$ cat src/rtl/spm_pkg.sv
// spm_pkg: definitions shared by the spm_seq sequencer, its bus interface
// and the spm serial-parallel multiplier.
//   SPM_SIZE     default operand width in bits
//   state_e      sequencer states IDLE / CLR / SHIFT / DONE
//   count_width  width of the serial bit counter, which must hold 0..2*size
package spm_pkg;

    localparam int SPM_SIZE = 32;

    typedef enum logic [1:0] {
        S_IDLE  = 2'd0,
        S_CLR   = 2'd1,
        S_SHIFT = 2'd2,
        S_DONE  = 2'd3
    } state_e;

    function automatic int count_width(input int size);
        return $clog2(2 * size + 1);
    endfunction

    localparam int SPM_CW = count_width(SPM_SIZE);

endpackage

$ cat src/rtl/spm_seq_if.sv
// spm_seq_if: operand/product handshake bundle of the spm_seq sequencer.
//   in_valid / in_ready    operand pair handshake (mc, mp signed SIZE bits)
//   out_valid / out_ready  product handshake (prod signed 2*SIZE bits)
// master = producer of operands and consumer of products; slave = spm_seq.
interface spm_seq_if
    import spm_pkg::*;
#(
    parameter int SIZE = SPM_SIZE
);
    logic                in_valid;
    logic                in_ready;
    logic [SIZE-1:0]     mc;
    logic [SIZE-1:0]     mp;
    logic                out_valid;
    logic                out_ready;
    logic [2*SIZE-1:0]   prod;

    modport master (
        output in_valid, mc, mp, out_ready,
        input  in_ready, out_valid, prod
    );

    modport slave (
        input  in_valid, mc, mp, out_ready,
        output in_ready, out_valid, prod
    );
endinterface

$ cat src/rtl/spm_seq_spm.sv
// spm: signed serial-parallel multiplier.
//   clk_i  clock
//   rst_i  synchronous active-high clear of the whole carry-save chain
//   x_i    SIZE-bit signed multiplicand, held parallel for the whole operation
//   y_i    multiplier bits, LSB first, sign-extended to 2*SIZE bits
//   p_o    product bits, LSB first, one cycle behind the y bit that completes them
// Stages 0..SIZE-2 are carry-save adders for the positive-weight bits of x;
// the top stage is a serial two's-complement negator for the sign bit of x,
// whose weight is -2^(SIZE-1). Each stage's sum ripples one stage down per
// cycle, which lines stage i up with weight 2^i at the output.
module spm
    import spm_pkg::*;
#(
    parameter int SIZE = SPM_SIZE
) (
    input  logic            clk_i,
    input  logic            rst_i,
    input  logic [SIZE-1:0] x_i,
    input  logic            y_i,
    output logic            p_o
);

    logic [SIZE-2:0] sum_q;
    logic [SIZE-2:0] sum_d;
    logic [SIZE-2:0] carry_q;
    logic [SIZE-2:0] carry_d;
    logic            neg_s_q;
    logic            neg_s_d;
    logic            neg_z_q;
    logic            neg_z_d;

    logic [SIZE-1:0] xy_s;
    logic [SIZE-1:0] chain_s;

    assign xy_s    = x_i & {SIZE{y_i}};
    // chain_s[i] is the partial sum entering stage i-1; chain_s[0] is the output.
    assign chain_s = {neg_s_q, sum_q};
    assign p_o     = chain_s[0];

    // Next state of the carry-save stages and of the sign-bit negator.
    always_comb begin
        sum_d   = sum_q;
        carry_d = carry_q;
        for (int i = 0; i < SIZE - 1; i++) begin
            sum_d[i]   = xy_s[i] ^ chain_s[i+1] ^ carry_q[i];
            carry_d[i] = (xy_s[i] & chain_s[i+1]) |
                         (xy_s[i] & carry_q[i])   |
                         (chain_s[i+1] & carry_q[i]);
        end
        // Serial negate, LSB first: pass bits through until the first 1,
        // invert everything after it.
        neg_s_d = xy_s[SIZE-1] ^ neg_z_q;
        neg_z_d = xy_s[SIZE-1] | neg_z_q;
    end

    // Chain registers with synchronous clear.
    always_ff @(posedge clk_i) begin
        if (rst_i) begin
            sum_q   <= {(SIZE-1){1'b0}};
            carry_q <= {(SIZE-1){1'b0}};
            neg_s_q <= 1'b0;
            neg_z_q <= 1'b0;
        end else begin
            sum_q   <= sum_d;
            carry_q <= carry_d;
            neg_s_q <= neg_s_d;
            neg_z_q <= neg_z_d;
        end
    end

endmodule

$ cat src/rtl/spm_seq.sv
// spm_seq: parallel front/back end for the spm serial-parallel multiplier.
//   clk   clock, all state updates on the rising edge
//   rst   synchronous active-high reset
//   bus   spm_seq_if slave: accepts (mc, mp) on in_valid/in_ready and returns
//         the exact signed 2*SIZE-bit product on out_valid/out_ready
// Per operation: IDLE accepts and latches the operands, CLR clears the spm
// chain for one cycle, SHIFT runs 2*SIZE+1 cycles feeding the sign-extended
// multiplier LSB first and collecting the serial product, DONE holds the
// result until the consumer takes it.
module spm_seq
    import spm_pkg::*;
#(
    parameter int SIZE = SPM_SIZE
) (
    input  logic      clk,
    input  logic      rst,
    spm_seq_if.slave  bus
);

    localparam int CW = count_width(SIZE);
    localparam int PW = 2 * SIZE;

    localparam logic [1:0] IDLE  = S_IDLE;
    localparam logic [1:0] CLR   = S_CLR;
    localparam logic [1:0] SHIFT = S_SHIFT;
    localparam logic [1:0] DONE  = S_DONE;

    localparam logic [CW-1:0] LAST_CNT = CW'(PW);

    logic [1:0]      state_q;
    logic [1:0]      state_d;
    logic [CW-1:0]   count_q;
    logic [CW-1:0]   count_d;
    logic [SIZE-1:0] x_q;
    logic [SIZE-1:0] x_d;
    logic [SIZE-1:0] y_q;
    logic [SIZE-1:0] y_d;
    logic [PW-1:0]   prod_q;
    logic [PW-1:0]   prod_d;
    logic            in_ready_q;
    logic            in_ready_d;
    logic            out_valid_q;
    logic            out_valid_d;

    logic            spm_rst_s;
    logic            spm_y_s;
    logic            spm_p_s;

    // The chain is cleared by the block reset and by the CLR cycle of every op.
    assign spm_rst_s = rst | (state_q == CLR);

    spm #(
        .SIZE (SIZE)
    ) u_spm (
        .clk_i (clk),
        .rst_i (spm_rst_s),
        .x_i   (x_q),
        .y_i   (spm_y_s),
        .p_o   (spm_p_s)
    );

    // Sequencer next-state and datapath next-state.
    always_comb begin
        state_d = state_q;
        count_d = count_q;
        x_d     = x_q;
        y_d     = y_q;
        prod_d  = prod_q;
        spm_y_s = 1'b0;
        case (state_q)
            IDLE: begin
                if (bus.in_valid) begin
                    x_d     = bus.mc;
                    y_d     = bus.mp;
                    prod_d  = {PW{1'b0}};
                    state_d = CLR;
                end else begin
                    state_d = IDLE;
                end
            end
            CLR: begin
                count_d = {CW{1'b0}};
                state_d = SHIFT;
            end
            SHIFT: begin
                // After SIZE shifts the arithmetic shift has filled y_q with
                // copies of the sign bit, giving the sign extension for free.
                if (count_q != LAST_CNT) begin
                    spm_y_s = y_q[0];
                end else begin
                    spm_y_s = 1'b0;
                end
                y_d    = {y_q[SIZE-1], y_q[SIZE-1:1]};
                // The first bit captured is the cleared-chain zero; it falls
                // off the bottom by the last shift.
                prod_d = {spm_p_s, prod_q[PW-1:1]};
                if (count_q == LAST_CNT) begin
                    state_d = DONE;
                end else begin
                    count_d = count_q + CW'(1);
                end
            end
            DONE: begin
                if (bus.out_ready) begin
                    state_d = IDLE;
                end else begin
                    state_d = DONE;
                end
            end
            default: begin
                state_d = IDLE;
            end
        endcase
        in_ready_d  = (state_d == IDLE);
        out_valid_d = (state_d == DONE);
    end

    // State, datapath and handshake flag registers.
    always_ff @(posedge clk) begin
        if (rst) begin
            state_q     <= IDLE;
            count_q     <= {CW{1'b0}};
            x_q         <= {SIZE{1'b0}};
            y_q         <= {SIZE{1'b0}};
            prod_q      <= {PW{1'b0}};
            in_ready_q  <= 1'b1;
            out_valid_q <= 1'b0;
        end else begin
            state_q     <= state_d;
            count_q     <= count_d;
            x_q         <= x_d;
            y_q         <= y_d;
            prod_q      <= prod_d;
            in_ready_q  <= in_ready_d;
            out_valid_q <= out_valid_d;
        end
    end

    assign bus.in_ready  = in_ready_q;
    assign bus.out_valid = out_valid_q;
    assign bus.prod      = prod_q;

endmodule

$ cat src/flat_wrapper.sv
// flat-port wrapper written by rule: the top's interface ports become plain ports
module spm_seq_flat import spm_pkg::*;
#(
    parameter int SIZE = SPM_SIZE
)
  (clk, rst, bus_in_valid, bus_mc, bus_mp, bus_out_ready, bus_in_ready, bus_out_valid, bus_prod);
  spm_seq_if #(.SIZE(SIZE)) bus_i ();
  input  logic clk;
  input  logic rst;
  input wire logic [$bits(bus_i.in_valid)-1:0] bus_in_valid;
  input wire logic [$bits(bus_i.mc)-1:0] bus_mc;
  input wire logic [$bits(bus_i.mp)-1:0] bus_mp;
  input wire logic [$bits(bus_i.out_ready)-1:0] bus_out_ready;
  output wire logic [$bits(bus_i.in_ready)-1:0] bus_in_ready;
  output wire logic [$bits(bus_i.out_valid)-1:0] bus_out_valid;
  output wire logic [$bits(bus_i.prod)-1:0] bus_prod;
  assign bus_i.in_valid = bus_in_valid;
  assign bus_i.mc = bus_mc;
  assign bus_i.mp = bus_mp;
  assign bus_i.out_ready = bus_out_ready;
  assign bus_in_ready = bus_i.in_ready;
  assign bus_out_valid = bus_i.out_valid;
  assign bus_prod = bus_i.prod;
  spm_seq #(.SIZE(SIZE)) u_core (.clk(clk), .rst(rst), .bus(bus_i));
endmodule
$ cat config.mk
export PLATFORM = sky130hd
export DESIGN_NAME = spm_seq_flat
export DESIGN_NICKNAME = d
export VERILOG_FILES = /design/src/rtl/spm_pkg.sv /design/src/rtl/spm_seq_if.sv /design/src/rtl/spm_seq_spm.sv /design/src/rtl/spm_seq.sv /design/src/flat_wrapper.sv
export SDC_FILE = /design/constraint.sdc
export NUM_CORES = 1
export LEC_CHECK = 0
export ABC_AREA = 1
export BUFFER_PORTS_ARGS = -buffer_cell sky130_fd_sc_hd__buf_2
export CORE_UTILIZATION = 50
export DETAILED_ROUTE_END_ITERATION = 6
export GPL_ROUTABILITY_DRIVEN = 0
export PLACE_DENSITY_LB_ADDON = 0.3
export SYNTH_ARGS = -nofsm -noshare
export SYNTH_HDL_FRONTEND = slang
export SYNTH_SLANG_ARGS = --single-unit
$ cat constraint.sdc
create_clock -name clk -period 2.4 [get_ports clk]
set_input_delay 0.24 -clock clk [delete_from_list [all_inputs] [get_ports clk]]
set_output_delay 0.24 -clock clk [all_outputs]
set_load 0.005 [all_outputs]
**After elaboration in Yosys (flattened, before gate mapping)**

Index checks and enable logic that the tools add are counted.

- Bits in registers: 203
- Output and inout port bits: 66
- Word-level logic and storage cells: 263

- Add/subtract/negate cells: 1
- Equality and inequality tests: 8
- Mux-type cells: 12
- Bitwise logic cells: 222
- Reductions and logical operators: 8

Operators with widths:

| kind | count |
|---|---|
| $pmux 64 s2 | 1 |
| $and 1x1->1 | 93 |
| $mux 64 | 1 |
| $or 1x1->1 | 64 |
| $pmux 32 s2 | 1 |
| $xor 1x1->1 | 63 |
| $and 32x32->32 | 1 |
| $mux 32 | 1 |
| $pmux 7 s2 | 1 |
| $pmux 2 s4 | 1 |
| $add 7x1->7 const B | 1 |
| $eq 7x7->1 const B | 1 |
| $mux 7 | 1 |
| $ne 7x7->1 const B | 1 |
| $eq 2x2->1 const B | 3 |
| $reduce_and 2->1 | 3 |
| $logic_not 2->1 | 2 |
| $mux 2 | 2 |
| $ne 2x2->1 const B | 2 |
| $reduce_bool 2->1 | 2 |
| $mux 1 | 3 |
| $reduce_and 3->1 | 1 |
| $eq 2x1->1 const B | 1 |
| $not 1->1 | 1 |

**Depth between registers and ports, before layout**

Gate-level depths: netlist of the first run.

- Depth in word-level cells: 7
- Gate-level depth with buffers: 12
- Depth with buffers taken out: 11

**Cells and area by module**

A second synthesis of the first run with hierarchy kept.

- Cells, all modules: 971
- Area, all modules: 7831.3 um2

By module, submodules not included:

| module | instances | cells each | area an instance (um2) | sequential area each (um2) |
|---|---|---|---|---|
| spm_seq | 1 | 705 | 5222.5 | 2782.7 |
| spm | 1 | 266 | 2608.8 | 1281.2 |

**Worst setup path after synthesis of the first run**

OpenSTA, ideal clock, no wires.

- Path type: register to register
- Start: register u_core.count_q[0]
- End: register u_core.u_spm.sum_q[0]
- Arrival: 1.899 ns
- Path slack: 0.375 ns
- Stages on the path, launching flop included: 12
- Cell sequence: dfxtp_1 -> inv_1 -> ha_1 -> inv_1 -> nor2_1 -> nand3_1 -> nand2_2 -> nor2_2 -> buf_2 -> nand2_1 -> fa_1 -> nor2_1

- Longest elaborated chain between the ends: 6

Ends and longest elaborated chain:

| what | RTL line | text |
|---|---|---|
| start, declared | spm_seq.sv:32 | `logic [CW-1:0] count_q;` |
| start signal, assigned | spm_seq.sv:122 | `count_q <= {CW{1'b0}};` |
| start signal, assigned | spm_seq.sv:130 | `count_q <= count_d;` |
| $ne 7x7->1 | spm_seq.sv:88 | `if (count_q != LAST_CNT) begin` |
| $mux 1 | spm_seq.sv:88 |  |
| $mux 1 | spm_seq.sv:70 | `case (state_q)` |
| $and 32x32->32 | spm_seq_spm.sv:35 | `assign xy_s = x_i & {SIZE{y_i}};` |
| $xor 1x1->1 (2 in series) | spm_seq_spm.sv:45 | `sum_d[i] = xy_s[i] ^ chain_s[i+1] ^ carry_q[i];` |
| end signal, assigned | spm_seq_spm.sv:59 | `sum_q <= {(SIZE-1){1'b0}};` |
| end signal, assigned | spm_seq_spm.sv:64 | `sum_q <= sum_d;` |
| end, declared | spm_seq_spm.sv:23 | `logic [SIZE-2:0] sum_q;` |

No other way between the ends.
A chain may end at the register's enable or synchronous reset.

**Final worst setup path of the first run**

- Start: register u_core.count_q[0]
- End: register u_core.u_spm.sum_q[2]

The elaborated chain is that of the path after synthesis.

==> results of run 1 <==
[sequential cells by signal (all words and copies together), names as in the netlist]
register,cells
u_core.bus.in_ready,1
u_core.bus.out_valid,1
u_core.bus.prod,64
u_core.count_q,7
u_core.state_q,2
u_core.u_spm.carry_q,31
u_core.u_spm.neg_s_q,1
u_core.u_spm.neg_z_q,1
u_core.u_spm.sum_q,31
u_core.x_q,32
u_core.y_q,32
[metal layers]
metal	up-vias	GRT usage (%)	part of all wire [%]
met1	2972	27.0	47
li1	3282	-	-
met4	0	7.42	2.2
met3	35	3.39	4.6
met5	-	0	0
met2	154	33.0	46
[tightest hold or removal path, cell delays in order]
cell	delay, ns
buf_2	0.08
nor2_1	0.03
nor2_1	0.12
[logic make-up (layout without fill, tap and decap cells)]
group                    count (synthesis)  after routing
AO/OA/AOI/OAI                          201            201
adder cells (fa/ha/maj)                 34             34
buffers and inverters                  167            324
flip-flops                             203            203
AND/OR/NAND/NOR                        364            364
[where the power goes]
part	switching (uW)	internal, uW
sequential	51.3	3500
combinational	411	221
clock	1270	1940
[per-stage QoR]
| step | worst slack, ns | instances | util, % |
|---|---|---|---|
| floorplan | 0.375 | 969 | - |
| global placement | 0.290 | 1267 | 56.5 |
| detailed placement | 0.206 | 1267 | 56.5 |
| CTS | 0.201 | 1337 | 63.2 |
| global route | 0.0175 | 1337 | 63.2 |
| finish | 0.217 | 1337 | 63.2 |
[worst min path at each step]
stage                   start        endpoint  slack [ns]  depth (start not counted)
2_1_floorplan       bus_mc[0]   u_core.x_q[0]        0.37                          2
3_5_place_dp    u_core.y_q[3]   u_core.y_q[3]        0.44                          2
6_report           bus_mc[17]  u_core.x_q[17]        0.02                          3
5_1_grt            bus_mc[17]  u_core.x_q[17]        0.02                          3
4_1_cts            bus_mc[17]  u_core.x_q[17]        0.01                          3
3_3_place_gp   u_core.y_q[13]  u_core.y_q[13]        0.43                          2
[cell usage in the layout, fill, tap and decap left out, drive strengths merged]
cell type      n
dlygate4sd3   31
nor3           2
dfxtp        203
nand3         12
buf          143
clkbuf        35
or2            1
inv          112
nand2        201
ha             3
nor2         145
nand3b         1
clkinv         3
a21oi        103
fa            31
nand4          2
o21ai         98
[final cells by class]
cell class              instances  area, um2  area share [%]
clock buffers                  35        681            7.06
inverters                     111        419            4.35
clock inverters                 4       23.8           0.247
well taps                     211        264            2.74
repair buffers                174       1090            11.3
flip-flops and latches        203       4060            42.1
multi-input cells             599       3100            32.2
[timing repair]
item | 4_1_cts | 5_1_grt
buffers inserted | 0 | 0
endpoints found under the hold margin | 31 | 0
setup endpoints to repair | 0 | 0
hold buffers | 31 | 0
==> out/results.tsv, run 1 <==
stage	metric	value	unit
outcome	outcome	finished, final reports clean	
detailed_routing	TritonRoute pass-1 iters	4	
grt	vias in the first global route	6055	
clock_network	clock latency on the worst-skew pair	0.50	ns
setup_path	worst flop-to-flop path startpoint	u_core.count_q[0]	
logic_synthesis	Synth Register Bits	203	
logic_synthesis	post-synthesis compound-gate area fraction	12.8	%
logic_synthesis	Syn. warnings	0	
setup_path	crit-path max FO	32	
timing	final period utilization	91.0	%
detailed_routing	average wire per standard cell	12.0	um
setup_path	Worst Setup Start Kind	register	
logic_synthesis	mapped cell area	0.00786	mm2
timing	normalized max-slew margin	51.5	%
logic_synthesis	Seq/Total Area, Yosys	51.7	%
floorplanning	io pins	134	
clock_network	CTS Buf Count	22	
logic_synthesis	Synth top area share	51.7	%
final_layout	Area Growth Syn to Fin	22.7	%
setup_path	flop-to-flop setup slack	0.22	ns
clock_network	Max Root-Sink Buffers	3	
logic_synthesis	adder-cell share of the synthesized area	8.38	%
clock_network	# resized after CTS	0	
logic_synthesis	post-synthesis mux area share	0	%
setup_path	RR Endpoint	u_core.u_spm.sum_q[2]	
logic_synthesis	combinational family with the most area after synthesis	simple AND/OR/NAND/NOR gates	
timing	Max Clock Skew	0.0183	ns
timing	min Tclk post-route	2.18	ns
floorplanning	Core Rows	45	
detailed_routing	WL final	16.0	mm
setup_path	Crit path max-delay family	adder cells	
setup_path	Setup crit end kind	register	
detailed_routing	drt drc	0	
grt	GRT Residual Overflow	0	
logic_synthesis	post-synth top area cell	dfxtp_1	
timing	Final Setup Violations	0	
grt	Total GRT Usage	20.2	%
logic_synthesis	Synth Area in XOR/XNOR	0	%
placed_design	Buffers on Ports	133	
setup_path	Critical Path AT	2.56	ns
logic_synthesis	Area contributors post-synth	dfxtp_1 (52%), nand2_1 (9.5%), fa_1 (7.9%)	
final_layout	Fillers	1364	
timing	hold slack	0.0169	ns
grt	largest net degree at the start of global routing	80	
detailed_routing	number of DRC markers in iteration 0	461	
logic_synthesis	simple-gate portion of the synthesized area	18.3	%
setup_path	number of cells on the critical path	11	
clock_network	clk root buf	clkbuf_16	
detailed_routing	via count	6443	
timing	Pins Over Slew Limit	0	
clock_network	H-tree levels	1	
setup_path	Buf+Inv Stages, Crit Path	3	
power_and_ir_drop	VDD IR max	0.000661	V
grt	antenna violations before repair	0	
min_path	worst min path class	input pin to register	
placed_design	placed inst area	0.00863	mm2
setup_path	critical path cell sequence	inv_1 -> ha_1 -> inv_1 -> nor2_1 -> nand3_1 -> nand2_2 -> nor2_2 -> buf_12 -> nand2_1 -> fa_1 -> nor2_1	
grt	first-pass GRT wire length	27.2	mm
logic_synthesis	Post-synth EDFFs	0	
setup_path	WS Path Type	register to register	
setup_path	Max stage delay cell, worst path	fa_1	
setup_path	Worst Path Required	2.77	ns
floorplanning	Core Region	0.0153	mm2
power_and_ir_drop	Final Total Pwr	7400	uW
detailed_routing	number of nets with antenna violations after routing	0	
logic_synthesis	Synth Net Count	1071	
setup_path	Setup crit end	u_core.u_spm.sum_q[2]	
setup_path	Critical Path Max Stage Delay	0.54	ns
clock_network	TritonCTS clock tree	built	
timing	Hold Fails Final Rpt	0	
setup_path	crit path from	u_core.count_q[0]	
logic_synthesis	Mapped Cells	969	
clock_network	Worst-path clk slew	0.06	ns
clock_network	Sink Count	203	
timing	FMAX	0.458	GHz
final_layout	diodes inserted	0	
detailed_routing	via/cell ratio	4.82	
timing	unrepaired setup endpoints after global routing	false	
logic_synthesis	most frequent cell after synthesis	dfxtp_1	
timing	Worst Tran Pin Value	0.727	ns
logic_synthesis	Syn Area/Cell	8.11	um2
logic_synthesis	Cell variety after synth	24	
final_layout	layout cell share with drive strength beyond 1	16.4	%
floorplanning	Initial Utilization	51.5	%
logic_synthesis	Most used DFF post-synth	dfxtp_1	
setup_path	FF-to-FF path depth	11	
final_layout	post-route design area	0.00964	mm2
floorplanning	die height	127	um
power_and_ir_drop	P_leak	0.00375	uW
power_and_ir_drop	Pwr Density	768	mW/mm2
floorplanning	full die area	0.0162	mm2
final_layout	Layout Nets	1213	
floorplanning	Die Wd	127	um
timing	Setup TNS	0	ns
logic_synthesis	Post-synth ARST share	0	%
flow_run	maxcap violations	0	
placed_design	DP Wirelength	9.66	mm
logic_synthesis	most frequent cells after synthesis	dfxtp_1 (203), nand2_1 (199), nor2_1 (142)	
Power figures use the tool's default switching activity.
==> run 2, diff against run 1 <==
ABC_CLOCK_PERIOD_IN_PS = 2400   (was default)
CORE_UTILIZATION = 40   (was 50)
==> out/results.tsv, run 2 (same netlist as run 1, synthesis figures left out) <==
stage	metric	value	unit	change
floorplanning	Core Region	0.0190	mm2	+24%
setup_path	Crit path max-delay family	adder cells		
timing	hold slack	0.0218	ns	+0.00486 ns
grt	antenna violations before repair	1		+1
setup_path	WS Path Type	register to register		
setup_path	crit-path max FO	16		-50%
final_layout	commonest non-fill, non-tap cell in the layout	dfxtp_1		
setup_path	flop-to-flop setup slack	0.16	ns	-0.06 ns
placed_design	DP Wirelength	9.84	mm	+1.8%
final_layout	Layout Nets	1212		-0.082%
clock_network	Worst-path clk slew	0.06	ns	about the same
clock_network	H-tree levels	1		unchanged
min_path	worst min path class	input pin to register		
detailed_routing	via count	6316		-2.0%
flow_run	maxcap violations	0		unchanged
grt	first-pass GRT wire length	27.3	mm	+0.40%
floorplanning	die height	142	um	+12%
grt	Total GRT Usage	16.4	%	-3.8 points
setup_path	Critical Path Max Stage Delay	0.54	ns	about the same
setup_path	number of cells on the critical path	11		unchanged
timing	Max Clock Skew	0.00571	ns	-0.0126 ns
floorplanning	Die Wd	142	um	+12%
floorplanning	Core Rows	50		+11%
setup_path	Setup crit end kind	register		
timing	normalized max-slew margin	51.7	%	+0.17 points
floorplanning	io pins	134		unchanged
timing	Pins Over Slew Limit	0		unchanged
grt	met2 usage	26.7	%	-6.3 points
detailed_routing	number of nets with antenna violations after routing	0		unchanged
final_layout	Non-Filler Instances	1383		+3.4%
min_path	hold_sp	bus_mc[0]		
grt	GRT Residual Overflow	0		unchanged
setup_path	Critical Path AT	2.61	ns	+0.05 ns
placed_design	placed inst area	0.00869	mm2	+0.77%
timing	FMAX	0.447	GHz	-2.5%
timing	min Tclk post-route	2.24	ns	+0.0552 ns
setup_path	critical path cell sequence	inv_1 -> ha_1 -> inv_1 -> nor2_1 -> nand3_1 -> nand2_2 -> nor2_4 -> clkbuf_16 -> nand2_1 -> fa_1 -> nor2_1		
clock_network	TritonCTS clock tree	built		
outcome	outcome	finished, final reports clean		
timing	Worst Tran Pin Value	0.725	ns	-0.00259 ns
final_layout	diodes inserted	0		unchanged
timing	Final Setup Violations	0		unchanged
clock_network	clk root buf	clkbuf_16		
setup_path	Worst Setup Start Kind	register		
grt	M1 GR Usage	22.4	%	-4.6 points
timing	unrepaired setup endpoints after global routing	true		
detailed_routing	TritonRoute pass-1 iters	4		unchanged
clock_network	Max Root-Sink Buffers	3		unchanged
power_and_ir_drop	VDD IR max	0.000495	V	-25%
clock_network	CTS Buf Count	22		unchanged
timing	setup slack after layout	0.162	ns	-0.0552 ns
grt	vias in the first global route	5661		-6.5%
setup_path	RR Endpoint	u_core.u_spm.sum_q[24]		
final_layout	Fillers	1805		+32%
setup_path	worst flop-to-flop path startpoint	u_core.count_q[0]		
power_and_ir_drop	P_leak	0.00374	uW	-0.38%
setup_path	Buf+Inv Stages, Crit Path	3		unchanged
floorplanning	full die area	0.0202	mm2	+25%
placed_design	dpl cells	1315		+3.8%
final_layout	Area Growth Syn to Fin	23.3	%	
detailed_routing	number of DRC markers in iteration 0	320		-31%
final_layout	number of flip-flops in the largest register	64		unchanged
final_layout	post-route design area	0.00969	mm2	+0.47%
floorplanning	Initial Utilization	41.4	%	-10 points
setup_path	Worst Path Required	2.77	ns	about the same
setup_path	crit path from	u_core.count_q[0]		
detailed_routing	WL final	16.6	mm	+3.3%
timing	Setup TNS	0	ns	unchanged
detailed_routing	via/cell ratio	4.57		-5.2%
timing	Hold Fails Final Rpt	0		unchanged
clock_network	Sink Count	203		unchanged
power_and_ir_drop	Pwr Density	753	mW/mm2	-1.9%
setup_path	Setup crit end	u_core.u_spm.sum_q[24]		
clock_network	clock latency on the worst-skew pair	0.49	ns	about the same
grt	GRT busiest layer	met2		
final_layout	layout cell share with drive strength beyond 1	16.2	%	-0.22 points
setup_path	FF-to-FF path depth	11		unchanged
final_layout	most frequent cells in the layout	dfxtp_1 (203), nand2_1 (199), nor2_1 (142)		
placed_design	Place WS	0.226	ns	+0.0192 ns
timing	final period utilization	93.3	%	+2.3 points
grt	largest net degree at the start of global routing	70		-13%
detailed_routing	average wire per standard cell	12.0	um	about the same
grt	met3 Use GR	2.83	%	-0.57 points
placed_design	Buffers on Ports	133		unchanged
setup_path	Max stage delay cell, worst path	fa_1		
detailed_routing	drt drc	0		unchanged
run 2: changes by cell type in the layout (fill, tap and decap cells not counted):
cell | before | now
clkbuf_16 | 23 | 24
clkbuf_8 | 6 | 3
buf_4 | 7 | 5
nor2_4 | 0 | 1
nor2_2 | 1 | 0
clkinv_2 | 3 | 4
inv_6 | 1 | 0
dlygate4sd3_1 | 31 | 30
clkbuf_1 | 6 | 7
buf_12 | 3 | 4
run 2: how the worst min path moves through the flow:
stage | cells after the start | to
finish | 3 | u_core.x_q[0]
global route | 3 | u_core.x_q[1]
CTS | 3 | u_core.x_q[0]
detailed placement | 2 | u_core.y_q[12]
global placement | 2 | u_core.y_q[12]
floorplan | 2 | u_core.x_q[0]
run 2: stage by stage:
| stage | utilization [%] | total power [uW] |
|---|---|---|
| CTS | 50.9 | 7390 |
| global route | 51.1 | 7640 |
| detailed placement | 45.9 | 4230 |
| finish | 51.1 | 7300 |
| global placement | 45.9 | 4220 |
| floorplan | - | 4060 |
run 2: layer usage:
layer / part of all wire (%) / vias up
met2: 45 / 109
li1: - / 3279
met1: 48 / 2905
met5: 0.066 / -
met3: 4.5 / 21
met4: 1.6 / 2
run 2: worst min-delay path, cell delays in order:
cell and delay, ns:
buf_2 0.08, nor2_1 0.05, nor2_1 0.11
run 2: final cells by class:
| type | count | area (um2) | share of cell area, % |
|---|---|---|---|
| flip-flops and latches | 203 | 4060 | 42.0 |
| clock buffers | 33 | 643 | 6.64 |
| clock inverters | 4 | 20.0 | 0.207 |
| multi-input cells | 599 | 3110 | 32.1 |
| inverters | 111 | 419 | 4.33 |
| well taps | 260 | 325 | 3.36 |
| repair buffers | 173 | 1110 | 11.4 |
run 2: timing repair:
action | 4_1_cts | 5_1_grt
setup endpoints to repair | 0 | 4
gates resized for setup | 0 | 1
hold buffers | 30 | 0
setup buffers | 0 | 0
endpoints found under the hold margin | 30 | 0
run 2: power breakdown:
| part | total (uW) | internal, uW | leakage, uW | switching [uW] |
|---|---|---|---|---|
| clock network | 3100 | 1840 | 0.000329 | 1260 |
| logic | 639 | 226 | 0.00176 | 412 |
| registers | 3560 | 3500 | 0.00165 | 51.0 |
| total | 7300 | 5570 | 0.00374 | 1730 |
